==> src/rtl/mpe_feeder_if.sv <==
// Handshake and PE-column bus of the MPE column feeder.
// The master side drives jobs, weights and fmaps. The slave side is the feeder.
interface mpe_feeder_if #(
   parameter int unsigned DATA_WIDTH = 32,
   parameter int unsigned NUMBER_PE  = 9,
   parameter int unsigned CNT_W      = 16
);
   localparam int unsigned BUS_W = NUMBER_PE * DATA_WIDTH;

   logic                 i_start;
   logic [CNT_W-1:0]     i_num_vec;
   logic                 i_w_valid;
   logic                 o_w_ready;
   logic [BUS_W-1:0]     i_weight;
   logic                 i_fmap_valid;
   logic                 o_fmap_ready;
   logic [BUS_W-1:0]     i_fmap;
   logic                 o_weight_en;
   logic [BUS_W-1:0]     o_weight;
   logic [BUS_W-1:0]     o_fmap;
   logic [NUMBER_PE-1:0] o_left_en;
   logic [NUMBER_PE-1:0] o_right_en;
   logic                 o_psum_valid;
   logic                 o_busy;
   logic                 o_done;

   modport master (
      output i_start, i_num_vec, i_w_valid, i_weight, i_fmap_valid, i_fmap,
      input  o_w_ready, o_fmap_ready, o_weight_en, o_weight, o_fmap,
             o_left_en, o_right_en, o_psum_valid, o_busy, o_done
   );

   modport slave (
      input  i_start, i_num_vec, i_w_valid, i_weight, i_fmap_valid, i_fmap,
      output o_w_ready, o_fmap_ready, o_weight_en, o_weight, o_fmap,
             o_left_en, o_right_en, o_psum_valid, o_busy, o_done
   );
endinterface

==> src/rtl/mpe_feeder.sv <==
// Feeds one PE column: it loads the weights once per job, streams skewed fmap beats,
// and tracks partial-sum validity out of the bottom of the column.
module mpe_feeder #(
   parameter int unsigned DATA_WIDTH = 32,
   parameter int unsigned NUMBER_PE  = 9,
   parameter int unsigned SKEW       = 1,
   parameter int unsigned PE_LAT     = 1,
   parameter int unsigned CNT_W      = 16
) (
   input logic         i_clk,
   input logic         i_rest,
   mpe_feeder_if.slave bus
);
   localparam int unsigned LAST_ROW = (NUMBER_PE - 1) * SKEW;
   localparam int unsigned PSUM_IDX = LAST_ROW + PE_LAT;
   localparam int unsigned VLEN     = LAST_ROW + ((PE_LAT > 1) ? PE_LAT : 1) + 1;

   typedef enum logic [1:0] {IDLE, LOAD_W, STREAM, DRAIN} state_t;

   state_t           state, state_nxt;
   logic [CNT_W-1:0] cnt, cnt_nxt;
   logic [CNT_W-1:0] num_vec, num_vec_nxt;
   logic             done_nxt;
   logic             w_fire;
   logic             f_fire;
   // vsr[j] is high j+1 edges after a beat was accepted
   logic [VLEN-1:0]  vsr;

   // Next-state and handshake decode
   always_comb begin
      state_nxt   = state;
      cnt_nxt     = cnt;
      num_vec_nxt = num_vec;
      done_nxt    = 1'b0;
      w_fire      = 1'b0;
      f_fire      = 1'b0;
      case (state)
         IDLE: begin
            if (bus.i_start) begin
               if (bus.i_num_vec == '0) begin
                  done_nxt = 1'b1;
               end else begin
                  num_vec_nxt = bus.i_num_vec;
                  cnt_nxt     = '0;
                  state_nxt   = LOAD_W;
               end
            end
         end
         LOAD_W: begin
            if (bus.i_w_valid) begin
               w_fire    = 1'b1;
               state_nxt = STREAM;
            end
         end
         STREAM: begin
            if (bus.i_fmap_valid) begin
               f_fire  = 1'b1;
               cnt_nxt = cnt + CNT_W'(1);
               if ((cnt + CNT_W'(1)) == num_vec) state_nxt = DRAIN;
            end
         end
         DRAIN: begin
            // Every beat is already in the pipe, so the last psum is the one with nothing behind it
            if (vsr[PSUM_IDX] && (vsr[PSUM_IDX-1:0] == '0)) begin
               done_nxt  = 1'b1;
               state_nxt = IDLE;
            end
         end
         default: state_nxt = IDLE;
      endcase
   end

   // State, control outputs, weight register and valid pipeline
   always_ff @(posedge i_clk) begin
      if (i_rest) begin
         state            <= IDLE;
         cnt              <= '0;
         num_vec          <= '0;
         vsr              <= '0;
         bus.o_weight     <= '0;
         bus.o_weight_en  <= 1'b0;
         bus.o_done       <= 1'b0;
         bus.o_busy       <= 1'b0;
         bus.o_w_ready    <= 1'b0;
         bus.o_fmap_ready <= 1'b0;
      end else begin
         state            <= state_nxt;
         cnt              <= cnt_nxt;
         num_vec          <= num_vec_nxt;
         vsr              <= {vsr[VLEN-2:0], f_fire};
         if (w_fire) bus.o_weight <= bus.i_weight;
         bus.o_weight_en  <= w_fire;
         bus.o_done       <= done_nxt;
         bus.o_busy       <= (state_nxt != IDLE);
         bus.o_w_ready    <= (state_nxt == LOAD_W);
         bus.o_fmap_ready <= (state_nxt == STREAM);
      end
   end

   assign bus.o_psum_valid = vsr[PSUM_IDX];

   // Per-row fmap skew: row k sees its slice k*SKEW cycles after row 0
   for (genvar k = 0; k < NUMBER_PE; k++) begin : g_row
      localparam int unsigned DLY = k * SKEW;
      logic [DATA_WIDTH-1:0] row_q;

      if (DLY == 0) begin : g_direct
         always_ff @(posedge i_clk) begin
            if (i_rest)      row_q <= '0;
            else if (f_fire) row_q <= bus.i_fmap[k*DATA_WIDTH +: DATA_WIDTH];
         end
      end else begin : g_delay
         logic [DATA_WIDTH-1:0] pipe [DLY];
         always_ff @(posedge i_clk) begin
            if (i_rest) begin
               for (int unsigned s = 0; s < DLY; s++) pipe[s] <= '0;
               row_q <= '0;
            end else begin
               pipe[0] <= bus.i_fmap[k*DATA_WIDTH +: DATA_WIDTH];
               for (int unsigned s = 1; s < DLY; s++) pipe[s] <= pipe[s-1];
               if (vsr[DLY-1]) row_q <= pipe[DLY-1];
            end
         end
      end

      assign bus.o_fmap[k*DATA_WIDTH +: DATA_WIDTH] = row_q;
      assign bus.o_left_en[k]  = vsr[DLY];
      assign bus.o_right_en[k] = vsr[DLY+1];
   end
endmodule

==> src/flat_wrapper.sv <==
// flat-port wrapper written by rule: the top's interface ports become plain ports
module mpe_feeder_flat 
#(
   parameter int unsigned DATA_WIDTH = 32,
   parameter int unsigned NUMBER_PE  = 9,
   parameter int unsigned SKEW       = 1,
   parameter int unsigned PE_LAT     = 1,
   parameter int unsigned CNT_W      = 16
)
  (i_clk, i_rest, bus_i_start, bus_i_num_vec, bus_i_w_valid, bus_i_weight, bus_i_fmap_valid, bus_i_fmap, bus_o_w_ready, bus_o_fmap_ready, bus_o_weight_en, bus_o_weight, bus_o_fmap, bus_o_left_en, bus_o_right_en, bus_o_psum_valid, bus_o_busy, bus_o_done);
  mpe_feeder_if #(.DATA_WIDTH(DATA_WIDTH), .NUMBER_PE(NUMBER_PE), .CNT_W(CNT_W)) bus_i ();
  input logic i_clk;
  input logic i_rest;
  input wire logic [$bits(bus_i.i_start)-1:0] bus_i_start;
  input wire logic [$bits(bus_i.i_num_vec)-1:0] bus_i_num_vec;
  input wire logic [$bits(bus_i.i_w_valid)-1:0] bus_i_w_valid;
  input wire logic [$bits(bus_i.i_weight)-1:0] bus_i_weight;
  input wire logic [$bits(bus_i.i_fmap_valid)-1:0] bus_i_fmap_valid;
  input wire logic [$bits(bus_i.i_fmap)-1:0] bus_i_fmap;
  output wire logic [$bits(bus_i.o_w_ready)-1:0] bus_o_w_ready;
  output wire logic [$bits(bus_i.o_fmap_ready)-1:0] bus_o_fmap_ready;
  output wire logic [$bits(bus_i.o_weight_en)-1:0] bus_o_weight_en;
  output wire logic [$bits(bus_i.o_weight)-1:0] bus_o_weight;
  output wire logic [$bits(bus_i.o_fmap)-1:0] bus_o_fmap;
  output wire logic [$bits(bus_i.o_left_en)-1:0] bus_o_left_en;
  output wire logic [$bits(bus_i.o_right_en)-1:0] bus_o_right_en;
  output wire logic [$bits(bus_i.o_psum_valid)-1:0] bus_o_psum_valid;
  output wire logic [$bits(bus_i.o_busy)-1:0] bus_o_busy;
  output wire logic [$bits(bus_i.o_done)-1:0] bus_o_done;
  assign bus_i.i_start = bus_i_start;
  assign bus_i.i_num_vec = bus_i_num_vec;
  assign bus_i.i_w_valid = bus_i_w_valid;
  assign bus_i.i_weight = bus_i_weight;
  assign bus_i.i_fmap_valid = bus_i_fmap_valid;
  assign bus_i.i_fmap = bus_i_fmap;
  assign bus_o_w_ready = bus_i.o_w_ready;
  assign bus_o_fmap_ready = bus_i.o_fmap_ready;
  assign bus_o_weight_en = bus_i.o_weight_en;
  assign bus_o_weight = bus_i.o_weight;
  assign bus_o_fmap = bus_i.o_fmap;
  assign bus_o_left_en = bus_i.o_left_en;
  assign bus_o_right_en = bus_i.o_right_en;
  assign bus_o_psum_valid = bus_i.o_psum_valid;
  assign bus_o_busy = bus_i.o_busy;
  assign bus_o_done = bus_i.o_done;
  mpe_feeder #(.DATA_WIDTH(DATA_WIDTH), .NUMBER_PE(NUMBER_PE), .SKEW(SKEW), .PE_LAT(PE_LAT), .CNT_W(CNT_W)) u_core (.i_clk(i_clk), .i_rest(i_rest), .bus(bus_i));
endmodule
==> config.mk <==
export PLATFORM = sky130hd
export DESIGN_NAME = mpe_feeder_flat
export DESIGN_NICKNAME = d
export VERILOG_FILES = /design/src/rtl/mpe_feeder_if.sv /design/src/rtl/mpe_feeder.sv /design/src/flat_wrapper.sv
export SDC_FILE = /design/constraint.sdc
export NUM_CORES = 2
export LEC_CHECK = 0
export ABC_CLOCK_PERIOD_IN_PS = 6000
export CORE_AREA = 8 8 457 459
export DETAILED_ROUTE_END_ITERATION = 12
export DIE_AREA = 0 0 465 467
export PLACE_DENSITY = 0.54
export SLEW_MARGIN = 40
export SYNTH_ARGS = -nofsm -noshare
export SYNTH_HDL_FRONTEND = slang
export SYNTH_SLANG_ARGS = --single-unit
export TNS_END_PERCENT = 50
==> constraint.sdc <==
create_clock -name i_clk -period 6 [get_ports i_clk]
set_clock_uncertainty 0.15 [all_clocks]
set_input_delay 1.2 -clock i_clk [delete_from_list [all_inputs] [get_ports i_clk]]
set_output_delay 1.2 -clock i_clk [all_outputs]
set_load 0.01 [all_outputs]
## After elaboration in Yosys (flattened, before gate mapping)

Memory sizes are Yosys's and may differ from the RTL's. A register that Yosys moved wholly into a read port is not among the register bits.
Cells that the tools add are included.

| operators by class | value |
|---|---|
| add/sub/neg operators | 1 |
| multipliers | 0 |
| div/mod/pow operators | 0 |
| magnitude comparators | 0 |
| equal/unequal tests | 9 |
| shift-type cells | 0 |
| mux-type cells | 59 |
| bitwise operators | 36 |
| reduce and logical (&&, ||, !) cells | 9 |

Operator list:

| cell | count |
|---|---|
| 32-bit 2-to-1 mux | 36 |
| 16-bit 2-to-1 mux | 3 |
| 1-bit OR | 35 |
| 16-bit one-hot mux with 2 select lines | 1 |
| 32-bit OR reduction | 1 |
| 16-bit by 1-bit adder with 16-bit output (second input constant) | 1 |
| 16-bit == test | 1 |
| 16-bit logical NOT | 1 |
| 2-bit 2-to-1 mux | 6 |
| 1-bit 2-to-1 mux | 11 |
| 9-bit logical NOT | 1 |
| 2-bit one-hot mux with 4 select lines | 1 |
| 2-bit == test (second input constant) | 3 |
| 2-bit != test (second input constant) | 3 |
| 2-bit by 1-bit == test with 1-bit output (second input constant) | 2 |
| 4-bit AND reduction | 1 |
| 2-bit nonzero test | 2 |
| 3-bit AND reduction | 1 |
| 2-bit logical NOT | 1 |
| 1-bit one-hot mux with 2 select lines | 1 |
| 1-bit logical AND | 1 |
| 1-bit NOT | 1 |

| word-level totals | value |
|---|---|
| flip-flop bits (word level) | 369 |
| latch bits | 0 |
| memory bits (writable) | 1152 |
| bits in read-only memories | 0 |
| input bits | 597 |
| output and inout bits | 600 |
| word-level logic and storage cells | 133 |
| memories | 8 |

Memory list:

| name | words | bits a word | read ports | clocked after Yosys merged registers in | wr ports | line | source |
|---|---|---|---|---|---|---|---|
| u_core.g_row[8].g_delay.pipe | 8 | 32 | 8 | 1 | 8 | mpe_feeder.sv:113 | `logic [DATA_WIDTH-1:0] pipe [DLY];` |
| u_core.g_row[7].g_delay.pipe | 7 | 32 | 7 | 1 | 7 | mpe_feeder.sv:113 |  |
| u_core.g_row[6].g_delay.pipe | 6 | 32 | 6 | 1 | 6 | mpe_feeder.sv:113 |  |
| u_core.g_row[5].g_delay.pipe | 5 | 32 | 5 | 1 | 5 | mpe_feeder.sv:113 |  |
| u_core.g_row[4].g_delay.pipe | 4 | 32 | 4 | 1 | 4 | mpe_feeder.sv:113 |  |
| u_core.g_row[3].g_delay.pipe | 3 | 32 | 3 | 1 | 3 | mpe_feeder.sv:113 |  |
| 2 more memories | -- | -- | -- | -- | -- | -- |  |

## Logic depth before layout (Yosys ltp)

| logic depth | value |
|---|---|
| word-level depth | 6 |
| depth in mapped cells | 9 |
| mapped depth without buffers | 9 |

## Worst setup path after synthesis

No wires, ideal clock.

| path | value |
|---|---|
| path kind | input to register |
| from | input port bus_i_num_vec[0] |
| to | register u_core.cnt[13] |
| library setup time | 0.070 ns |
| arrival | 2.656 ns |
| required time | 5.780 ns |
| setup slack | 3.124 ns |
| stages | 7 |
| buffers on the path | 0 |
| path through | nor4_1 nand4_1 a21boi_1 a211oi_1 nand2_1 or4_1 a21oi_1 |

| on the way | value |
|---|---|
| longest elaborated chain between the ends | 3 |

RTL lines:

| what | line | source |
|---|---|---|
| from (decl) | flat_wrapper.sv:15 | `input wire logic [$bits(bus_i.i_num_vec)-1:0] bus_i_num_vec;` |
| 16-bit logical NOT | mpe_feeder.sv:40 | `if (bus.i_num_vec == '0) begin` |
| 2-bit != test (no source line) | -- |  |
| 4-bit AND reduction (no source line) | -- |  |
| to (signal assigned) | mpe_feeder.sv:88 | `cnt <= cnt_nxt;` |
| to (decl) | mpe_feeder.sv:21 | `logic [CNT_W-1:0] cnt, cnt_nxt;` |

No other way between the ends.
A chain may end at the register's enable or synchronous reset.

## Worst setup path in the final report

| path | value |
|---|---|
| from | register u_core.vsr[7] |
| to | output port bus_o_right_en[6] |

RTL lines:

| what | line | source |
|---|---|---|
| from (decl) | mpe_feeder.sv:27 | `logic [VLEN-1:0] vsr;` |
| from (signal assigned) | mpe_feeder.sv:90 | `vsr <= {vsr[VLEN-2:0], f_fire};` |
| to (decl) | flat_wrapper.sv:26 | `output wire logic [$bits(bus_i.o_right_en)-1:0] bus_o_right_en;` |

No word-level cell between the ends.

==> results by group <==
Layout
  – Filler cells: ~20000
  – Layout overhead on the synthesized area: 40.3%
  – Net total in the final layout: roughly 6700
  – Proportion of layout cells with a drive suffix above 1: under 10%
  – Final instance area: 0.0744 mm2
  – Post-layout util: about 37%

Clocking
  – TritonCTS clock tree: built
  – Htree depth: 4
  – Total clock buffers created by CTS: 190
  – CTS max path bufs: 3
  – Number of buffers inserted by post-CTS setup repair: 0
  – CTS Hold Buffers Added: 0
  – CTS sink cnt: approximately 1800
  – Post-CTS clock slew at the launch and capture registers of the worst setup and hold paths: around 0.06 ns
  – PostCTS Resize Cnt: 0
  – Clock insertion delay at the later pin of the skew report: around 0.83 ns
  – CTS root buf: sky130_fd_sc_hd__clkbuf_16

STA
  – Hold violation count in the final report: 0
  – Final period util: ~62%
  – Count of final setup violators: 0
  – Final Max Slew Viols: 0
  – Shortest period the worst path allows: 3.72 ns
  – Transition time of the tightest slew-check pin: roughly 0.85 ns
  – Unrepaired setup endpoints after global routing: false
  – Worst rel slew slack: a little over two fifths
  – Maximum achievable frequency: 269 MHz
  – Setup_tns: 0 ns

Place
  – Total half-perimeter wirelength after legalization and detailed placement: approximately 200 mm
  – Cell area after placement: 0.0677 mm2
  – Placer Congestion: between 0.9 and 1
  – Number of port buffers: around 1200

GRT
  – Number of global-route vias before repair: 35900
  – Aggregate global-route resource usage: 21.8%
  – Pin count of the biggest net entering global routing: 210
  – Global-route wire length before repair: between 300 and 400 mm
  – Global route total overflow: 0
  – Number of antenna violations at the first check in global routing: 137

Yosys
  – Cell variety after synth: 50
  – FF+latch count, synth: 1777
  – Sequential fraction of the synthesis area: about two thirds
  – Gate count of the mapped netlist: 4962
  – Post-synthesis cell area: around 0.053 mm2
  – Syn avg cell area: 10.7 um2
  – Net count after synthesis: roughly 5600
  – Yosys warning count: 0
  – Async set or reset register ratio after synthesis: 0%
  – Main synth FF type: sky130_fd_sc_hd__dfxtp_1
  – Post-synth EDFFs: 0

Floorplan
  – Die span in y: between 400 and 500 um
  – Core Area: 0.201 mm2
  – Initial standard-cell utilization of the core: between 20% and 30%
  – Area of the die: approximately 0.22 mm2
  – Std cell rows: around 170
  – Die Width: about 470 um
  – Top-level port count: roughly 1200

Flow run
  – MaxCap Viol Count: 0

Detailed routing
  – Sum of routed wire length over all layers: 248 mm
  – Count of nets left with antenna violations after detail routing: 0
  – Starting DRT DRC Count: around 2400
  – Routed length per placed instance: 27.8 um
  – TritonRoute pass-1 iters: 5
  – Remaining DRCs: 0
  – Number of vias per cell: ~4.2
  – Via total after detailed routing: about 37000

Pwr
  – Leakage dissipation: around 27 nW
  – Post-route total power: 25.8 mW
  – Total power divided by cell area: 346 mW/mm2
  – Peak supply drop: around 0.00025 V

Min path
  – HP Class: flip-flop to flip-flop

Critical path
  – Largest delay contributor family on the critical path: flip-flops
  – Buffers & Inverters on Critical Path: 1
  – Slowest cell on the critical path: sky130_fd_sc_hd__dfxtp_2
  – Critical Path Source Type: flip-flop
  – CP cell instances: clkdlybuf4s50_1
  – Category of the worst setup path capture point: output pin
  – Critical path arrival: about 2.4 ns
  – Crit path required time: 4.65 ns
  – Critical Path Fanout Max: 18
  – Stage delay of the slowest cell on the critical path: 0.85 ns
  – Kind of critical path: flip-flop to output pin

Outcome
  – Result of the run: finished clean
[cells in the mapped netlist, drive strengths merged, types with 2 or more instances]
library cell,count,area share [%]
or4,3,0.042
nand3b,2,0.028
o21ai,8,0.075
nor2b,1168,14
nor4,8,0.094
a211o,2,0.033
o31ai,2,0.038
xor2,8,0.13
nor3,6,0.066
a311oi,3,0.050
nor2,287,2.0
inv,7,0.050
dfxtp,1777,67
nand4,6,0.083
and3,4,0.061
nand2,680,4.8
nand3,12,0.12
and4,2,0.038
and2,2,0.024
a21oi,338,3.2
clkbuf,281,2.0
ha,5,0.12
or3,9,0.11
xnor2,11,0.18
a211oi,3,0.052
mux2i,276,5.2
buf,38,0.35
o211ai,2,0.028
[sequential cells by signal, summed over array words and instances (netlist names), 2 cells and up]
signal,count
u_core.bus.o_weight,288
u_core.cnt,16
u_core.g_row.g_delay.pipe,1152
u_core.g_row.row_q,288
u_core.num_vec,16
u_core.state,2
u_core.vsr,10
[routing by layer]
metal  track usage (%)  share of wire [%]  vias up
li1                  -                  -    17900
met1              25.1                 39    17700
met2              35.5                 45     1323
met3              9.95                 11      381
met4              8.23                4.5       68
met5                 0               0.18        -
[power by group]
part | internal, mW | total [mW] | switching, mW
Combinational | 0.705 | 1.46 | 0.760
Sequential | 12.1 | 12.3 | 0.160
Clock | 6.96 | 12.0 | 5.06
[final timing paths]
kind / to / cells after the start / from / slack (ns)
hold reg to reg: u_core.g_row[5].g_delay.pipe[3][0] / 1 / u_core.g_row[5].g_delay.pipe[2][0] / 0.23
setup / recovery: bus_o_right_en[6] / 1 / u_core.vsr[7] / 2.28
setup reg to reg: u_core.bus.o_w_ready / 8 / u_core.vsr[3] / 2.72
hold / removal: u_core.g_row[5].g_delay.pipe[3][0] / 1 / u_core.g_row[5].g_delay.pipe[2][0] / 0.23
[cells by family after synthesis]
| group | synth area share (%) |
|---|---|
| buf+inv | 2.39 |
| xor+xnor | 0.314 |
| fa+ha+maj | 0.118 |
| simple gates | 21.3 |
| compound gates | 3.59 |
| flops | 67.0 |
| mux | 5.21 |
[cells in the final DEF, fill, tap and decap left out, types with 9 or more instances in the layout]
master	Yosys	layout
sky130_fd_sc_hd__a21oi_1	338	338
sky130_fd_sc_hd__buf_12	0	14
sky130_fd_sc_hd__buf_4	10	22
sky130_fd_sc_hd__bufinv_16	0	9
sky130_fd_sc_hd__clkbuf_1	281	38
sky130_fd_sc_hd__clkbuf_16	0	191
sky130_fd_sc_hd__clkbuf_8	0	52
sky130_fd_sc_hd__clkdlybuf4s50_1	0	1195
sky130_fd_sc_hd__clkinv_16	0	10
sky130_fd_sc_hd__clkinv_2	0	29
sky130_fd_sc_hd__dfxtp_1	1777	1769
sky130_fd_sc_hd__diode_2	0	43
sky130_fd_sc_hd__mux2i_1	276	276
sky130_fd_sc_hd__nand2_1	680	678
sky130_fd_sc_hd__nand3_1	11	11
sky130_fd_sc_hd__nor2_1	287	287
sky130_fd_sc_hd__nor2b_1	1168	1167
sky130_fd_sc_hd__or3_1	9	9
sky130_fd_sc_hd__xnor2_1	11	11
[final cells by class]
class                      instances  area (um2)  share of cell area, %
antenna                           43         108                  0.145
clock buffer                     281        5640                   7.58
clock inverter                    67         921                   1.24
inverter                           7        26.3                 0.0353
multi-input combinational       2859       16300                   21.8
sequential                      1777       35600                   47.8
tap                             2672        3340                   4.49
timing repair buffer            1236       12500                   16.9
[through the flow]
stage / setup WS (ns) / hold WS [ns] / cells
6_report: 2.28 / 0.234 / 8942
5_1_grt: 2.12 / 0.263 / 8902
4_1_cts: 2.13 / 0.240 / 8896
3_3_place_gp: 1.99 / 0.264 / 8546
3_5_place_dp: 2.02 / 0.270 / 8548
2_1_floorplan: 3.12 / 0.264 / 4962
[worst reg2reg max path: stages, from the launching register on]
cell and delay [ns]:
sky130_fd_sc_hd__dfxtp_2 0.65, sky130_fd_sc_hd__buf_4 0.50, sky130_fd_sc_hd__nor4_1 0.18, sky130_fd_sc_hd__nand4b_1 0.36, sky130_fd_sc_hd__a221o_1 0.26, sky130_fd_sc_hd__o21ai_0 0.09
sky130_fd_sc_hd__or4_1 0.49, sky130_fd_sc_hd__o31ai_2 0.34, sky130_fd_sc_hd__and3b_1 0.20
No activity file was read; power rests on OpenSTA's default activity.
